`src/rtl/mem_arbiter.sv`:
```
// Two-requester (IFU read-only, LSU read/write) arbiter for a single memory port.
// Fixed LSU-over-IFU priority by default; define MEM_ARB_RR_EN for round-robin.
module mem_arbiter #(
    parameter int unsigned LATENCY = 0
) (
    input  logic        clock,
    input  logic        reset_n,
    input  logic        ifu_req_valid,
    output logic        ifu_req_ready,
    input  logic [63:0] ifu_req_addr,
    output logic        ifu_resp_valid,
    input  logic        ifu_resp_ready,
    output logic [63:0] ifu_resp_data,
    input  logic        lsu_req_valid,
    output logic        lsu_req_ready,
    input  logic [63:0] lsu_req_addr,
    input  logic        lsu_req_wen,
    input  logic [7:0]  lsu_req_wmask,
    input  logic [63:0] lsu_req_wdata,
    output logic        lsu_resp_valid,
    input  logic        lsu_resp_ready,
    output logic [63:0] lsu_resp_data,
    output logic        mem_ren,
    output logic        mem_wen,
    output logic [63:0] mem_addr,
    output logic [7:0]  mem_wmask,
    output logic [63:0] mem_wdata,
    input  logic [63:0] mem_rdata
);
    typedef enum logic [1:0] {S_IDLE, S_WAIT, S_ACCESS, S_RESP} state_t;

    localparam logic       OWN_IFU  = 1'b0;
    localparam logic       OWN_LSU  = 1'b1;
    localparam logic [7:0] CNT_INIT = (LATENCY > 0) ? 8'(LATENCY - 1) : 8'd0;

    state_t      r_state;
    state_t      w_next;
    logic        r_owner;
    logic        r_wen;
    logic        r_last_grant;
    logic [63:0] r_addr;
    logic [63:0] r_wdata;
    logic [63:0] r_rdata;
    logic [7:0]  r_wmask;
    logic [7:0]  r_cnt;

    logic w_idle;
    logic w_grant_lsu;
    logic w_accept;
    logic w_resp_hs;

    // Readies must read 0 while reset is held, even if requesters are valid.
    assign w_idle = (r_state == S_IDLE) && reset_n;

`ifdef MEM_ARB_RR_EN
    assign w_grant_lsu = lsu_req_valid && (!ifu_req_valid || (r_last_grant == OWN_IFU));
`else
    logic w_unused_last_grant;
    assign w_grant_lsu         = lsu_req_valid;
    assign w_unused_last_grant = r_last_grant;
`endif

    assign w_accept  = w_idle && (ifu_req_valid || lsu_req_valid);
    assign w_resp_hs = (r_state == S_RESP) &&
                       ((r_owner == OWN_LSU) ? lsu_resp_ready : ifu_resp_ready);

    always_ff @(posedge clock or negedge reset_n) begin
        if (!reset_n) r_state <= S_IDLE;
        else          r_state <= w_next;
    end

    always_comb begin
        w_next = r_state;
        case (r_state)
            S_IDLE:   if (w_accept) w_next = (LATENCY == 0) ? S_ACCESS : S_WAIT;
            S_WAIT:   if (r_cnt == 8'd0) w_next = S_ACCESS;
            S_ACCESS: w_next = S_RESP;
            S_RESP:   if (w_resp_hs) w_next = S_IDLE;
            default:  w_next = S_IDLE;
        endcase
    end

    always_comb begin
        ifu_req_ready  = w_idle && ifu_req_valid && !w_grant_lsu;
        lsu_req_ready  = w_idle && w_grant_lsu;
        ifu_resp_valid = (r_state == S_RESP) && (r_owner == OWN_IFU);
        lsu_resp_valid = (r_state == S_RESP) && (r_owner == OWN_LSU);
        ifu_resp_data  = r_rdata;
        lsu_resp_data  = r_rdata;
        mem_ren        = (r_state == S_ACCESS) && !r_wen;
        mem_wen        = (r_state == S_ACCESS) && r_wen;
        mem_addr       = r_addr;
        mem_wmask      = r_wmask;
        mem_wdata      = r_wdata;
    end

    always_ff @(posedge clock or negedge reset_n) begin
        if (!reset_n) begin
            r_owner      <= OWN_IFU;
            r_last_grant <= OWN_IFU;
            r_wen        <= 1'b0;
            r_addr       <= '0;
            r_wmask      <= '0;
            r_wdata      <= '0;
            r_rdata      <= '0;
            r_cnt        <= '0;
        end else begin
            if (w_accept) begin
                r_owner      <= w_grant_lsu;
                r_last_grant <= w_grant_lsu;
                r_addr       <= w_grant_lsu ? lsu_req_addr : ifu_req_addr;
                r_wen        <= w_grant_lsu && lsu_req_wen;
                r_wmask      <= w_grant_lsu ? lsu_req_wmask : 8'd0;
                r_wdata      <= w_grant_lsu ? lsu_req_wdata : 64'd0;
                r_cnt        <= CNT_INIT;
            end
            if ((r_state == S_WAIT) && (r_cnt != 8'd0))
                r_cnt <= r_cnt - 8'd1;
            if (r_state == S_ACCESS)
                r_rdata <= r_wen ? 64'd0 : mem_rdata;
        end
    end
endmodule

```
`config.mk`:
```
export PLATFORM = sky130hd
export DESIGN_NAME = mem_arbiter
export DESIGN_NICKNAME = d
export VERILOG_FILES = /design/src/rtl/mem_arbiter.sv
export SDC_FILE = /design/constraint.sdc
export NUM_CORES = 1
export LEC_CHECK = 0
export CORE_AREA = 2 2 211 213
export CTS_BUF_LIST = sky130_fd_sc_hd__clkbuf_8 sky130_fd_sc_hd__clkbuf_16
export DETAILED_ROUTE_END_ITERATION = 10
export DIE_AREA = 0 0 213 215
export PLACE_DENSITY_LB_ADDON = 0.2
export SLEW_MARGIN = 20
export SYNTH_ARGS = -nofsm -noshare
export SYNTH_HDL_FRONTEND = slang
export SYNTH_SLANG_ARGS = --single-unit
export TNS_END_PERCENT = 30
```
`constraint.sdc`:
```
create_clock -name clock -period 1.6 [get_ports clock]
set_input_delay 0.32 -clock clock [delete_from_list [all_inputs] [get_ports clock]]
set_output_delay 0.32 -clock clock [all_outputs]
set_load 0.02 [all_outputs]
```
==> results.py <==
metrics = {
    "drt": {
        "drt-total-wl_um": 35300,
        "dr.pass1.iters": 4,
        "drc_errors": 0,
        "vias": 8153,
        "vias_per_cell": 4.09,
        "drtIter0Drc": 363,
        "ant_nets": 0,
        "wire_per_inst_um": 17.7,
    },
    "synthesis": {
        "synth_adder_area_share_pct": 0.276,
        "ys_types": 36,
        "synth_area_per_cell_um2": 10.7,
        "yosys.area_share.simple_pct": 9.86,
        "synth_top_family_by_area": "compound AO/OA/AOI/OAI gates",
        "synth-async-reset-ratio_pct": 100,
        "synthCells": 850,
        "synth_area_leaders": "dfrtp_1 (58%), nand2_1 (8.1%), o21ai_0 (7.3%)",
        "synth_top_area_share_pct": 58.4,
        "synthXorXnorAreaFrac_pct": 0.0964,
        "yosysWarnings": 0,
        "synth-edff-count": 0,
        "synth_mux_area_share_pct": 7.27,
        "synth_ff_type": "dfrtp_1",
        "synth_nets": 1123,
        "ys_seq_elements": 212,
        "ys_seq_area_share_pct": 58.4,
        "yosysTopAreaCell": "dfrtp_1",
        "synth_area_um2": 9080,
        "synth_compound_area_share_pct": 15.4,
    },
    "critical_path": {
        "arrival_ns": 1.71,
        "worstSetupEndpointType": "output pin",
        "required_ns": 1.28,
        "path_class": "register to output pin",
        "crit_path_start_kind": "register",
        "cp_max_fo": 2,
    },
    "clock_network": {
        "cts_tree": "built",
        "clkSinkCount": 212,
        "clock_path_buffers": 3,
        "htreeDepth": 1,
        "insertion_delay_ns": 0.55,
        "cts-root-buf": "clkbuf_16",
        "cts-buffers-inserted": 27,
        "clk_pin_slew_ns": 0.06,
    },
    "status": {
        "violations": "negative setup slack",
        "status": "finished, violations left",
    },
    "grt": {
        "grt_pass1_vias": 8120,
        "grt_pass1_wl_um": 49700,
        "track_usage_pct": 14.0,
        "grt_remaining_overflow": 0,
        "antenna_found_initial": 1,
        "grt_max_degree": 123,
    },
    "placement": {
        "io_buffers": 540,
        "place_congestion": 0.742,
        "dp_hpwl_um": 24700,
        "place_area_um2": 15000,
        "pre_cts_slack_ns": -0.0631,
    },
    "sta": {
        "hold_viol_final": 0,
        "fin_tns_setup_ns": -37.24,
        "worst_slack_ns": -0.425,
        "grt_setup_unrepaired": "true",
        "slew_violations": 0,
        "timing.hold.ws_ns": 0.233,
        "finalSetupViolCount": 149,
        "finClkSkew_ns": 0.0181,
        "fmax_mhz": 494,
        "tightest_slew_ns": 0.725,
        "slew_headroom_pct": 51.7,
        "finalCritPeriodShare_pct": 127,
        "fin_crit_ns": 2.03,
    },
    "cells_and_area": {
        "antennaDiodeCount": 0,
        "most-common-layout-cells": "clkdlybuf4s50_1 (268), dfrtp_1 (208), nand2_1 (178)",
        "final_common_cell": "clkdlybuf4s50_1",
        "layout-drive-gt1-share_pct": 29.1,
        "stdcell_area_um2": 16500,
        "area_growth_pct": 81.8,
        "nNetsFinal": 1655,
    },
    "power": {
        "total_power_w": 0.0311,
        "p_leak_nw": 7.71,
        "vdd_ir_drop_max_mv": 0.884,
        "power_density_nw_per_um2": 1880,
    },
    "floorplanning": {
        "start_util_pct": 20.8,
        "ioPinCount": 541,
        "die_w_um": 213,
        "core_um2": 43600,
        "die_area_um2": 45800,
        "die_h_um": 215,
        "num_rows": 77,
    },
    "job": {
        "maxCapViolations": 0,
    },
    "worst_hold_path": {
        "min_path_type": "primary input to asynchronous set/reset pin",
    },
}
## kinds of logic (layout without fill, tap and decap cells)
| group | after synthesis | count (layout) |
|---|---|---|
| and+or+nand+nor | 222 | 222 |
| AOI/OAI and AO/OA | 219 | 219 |
| DFF | 212 | 212 |
| buffers and inverters | 128 | 679 |
| muxes | 66 | 66 |
| adders and majority gates | 2 | 2 |
| xor gates and xnor gates | 1 | 1 |
## synth_stat cells, types with 3 or more instances
cell type    n
a21oi_1      3
a22o_1      73
buf_2       31
buf_4       69
clkbuf_1    22
dfrtp_1    212
inv_1        4
mux2i_1     66
nand2_1    196
nand2b_1     3
nand3_1      4
nor2_1       5
o21ai_0    133
## power by group
group,internal [W],leakage [nW],total [W],switching [W]
clock,0.00375,0.455,0.00613,0.00238
sequential,0.00778,2.69,0.00948,0.00170
combinational,0.00691,4.56,0.0155,0.00855
total,0.0184,7.71,0.0311,0.0126
## critical path, cell delays in order (launching register included)
cell	delay, ns
dfrtp_2	0.42
nor3b_4	0.29
buf_6	0.16
nand2_4	0.05
nor2_4	0.11
buf_12	0.12
## layer usage
metal / vias to the layer above / global-route usage [%] / part of all wire, %
met5: - / 0 / 0.037
met4: 2 / 3.54 / 1.8
met3: 45 / 4.56 / 9.2
met2: 344 / 24.0 / 48
met1: 3834 / 16.9 / 41
li1: 3928 / - / -
## per-stage QoR
stage	utilization [%]	std cells
after floorplan	-	850
after global placement	34.4	1902
after detailed placement	34.4	1902
after CTS	37.1	1963
after global routing	37.8	1993
final	37.8	1993
## layout make-up
cell class              instances  area, um2
clock inverters                13        123
flip-flops and latches        212       5310
repair buffers                627       6320
fillers                      4404      27100
multi-input cells             510       3220
inverters                       4       15.0
clock buffers                  35        786
well taps                     592        741
## worst paths after layout
| kind | start | end | slack [ns] | depth (start not counted) |
|---|---|---|---|---|
| min in group clock | lsu_req_valid | r_cnt[3] | 0.30 | 4 |
| max | r_state[0] | ifu_req_ready | -0.43 | 5 |
| min reg2reg | mem_addr[8] | mem_addr[8] | 0.47 | 2 |
| max in group asynchronous | reset_n | mem_addr[0] | 0.43 | 4 |
| max reg2reg | r_state[0] | mem_wdata[21] | -0.32 | 8 |
| min | reset_n | mem_wdata[59] | 0.23 | 3 |
## sequential cells by signal, indices dropped and copies added (netlist names)
register / flops
mem_wmask: 8
r_cnt: 8
ifu_resp_data: 64
mem_wdata: 64
mem_addr: 64
r_state: 2
r_wen: 1
r_owner: 1
## what timing repair did
| item | CTS | global route |
|---|---|---|
| endpoints found under the setup margin | 407 | 317 |
| hold endpoints to repair | 13 | 0 |
| hold buffers | 1 | 0 |
| resized for setup | 700 | 247 |
| pin swaps | 3 | 6 |
| setup buffers | 12 | 6 |
| cloned | 0 | 24 |
Power figures use the tool's default switching activity.
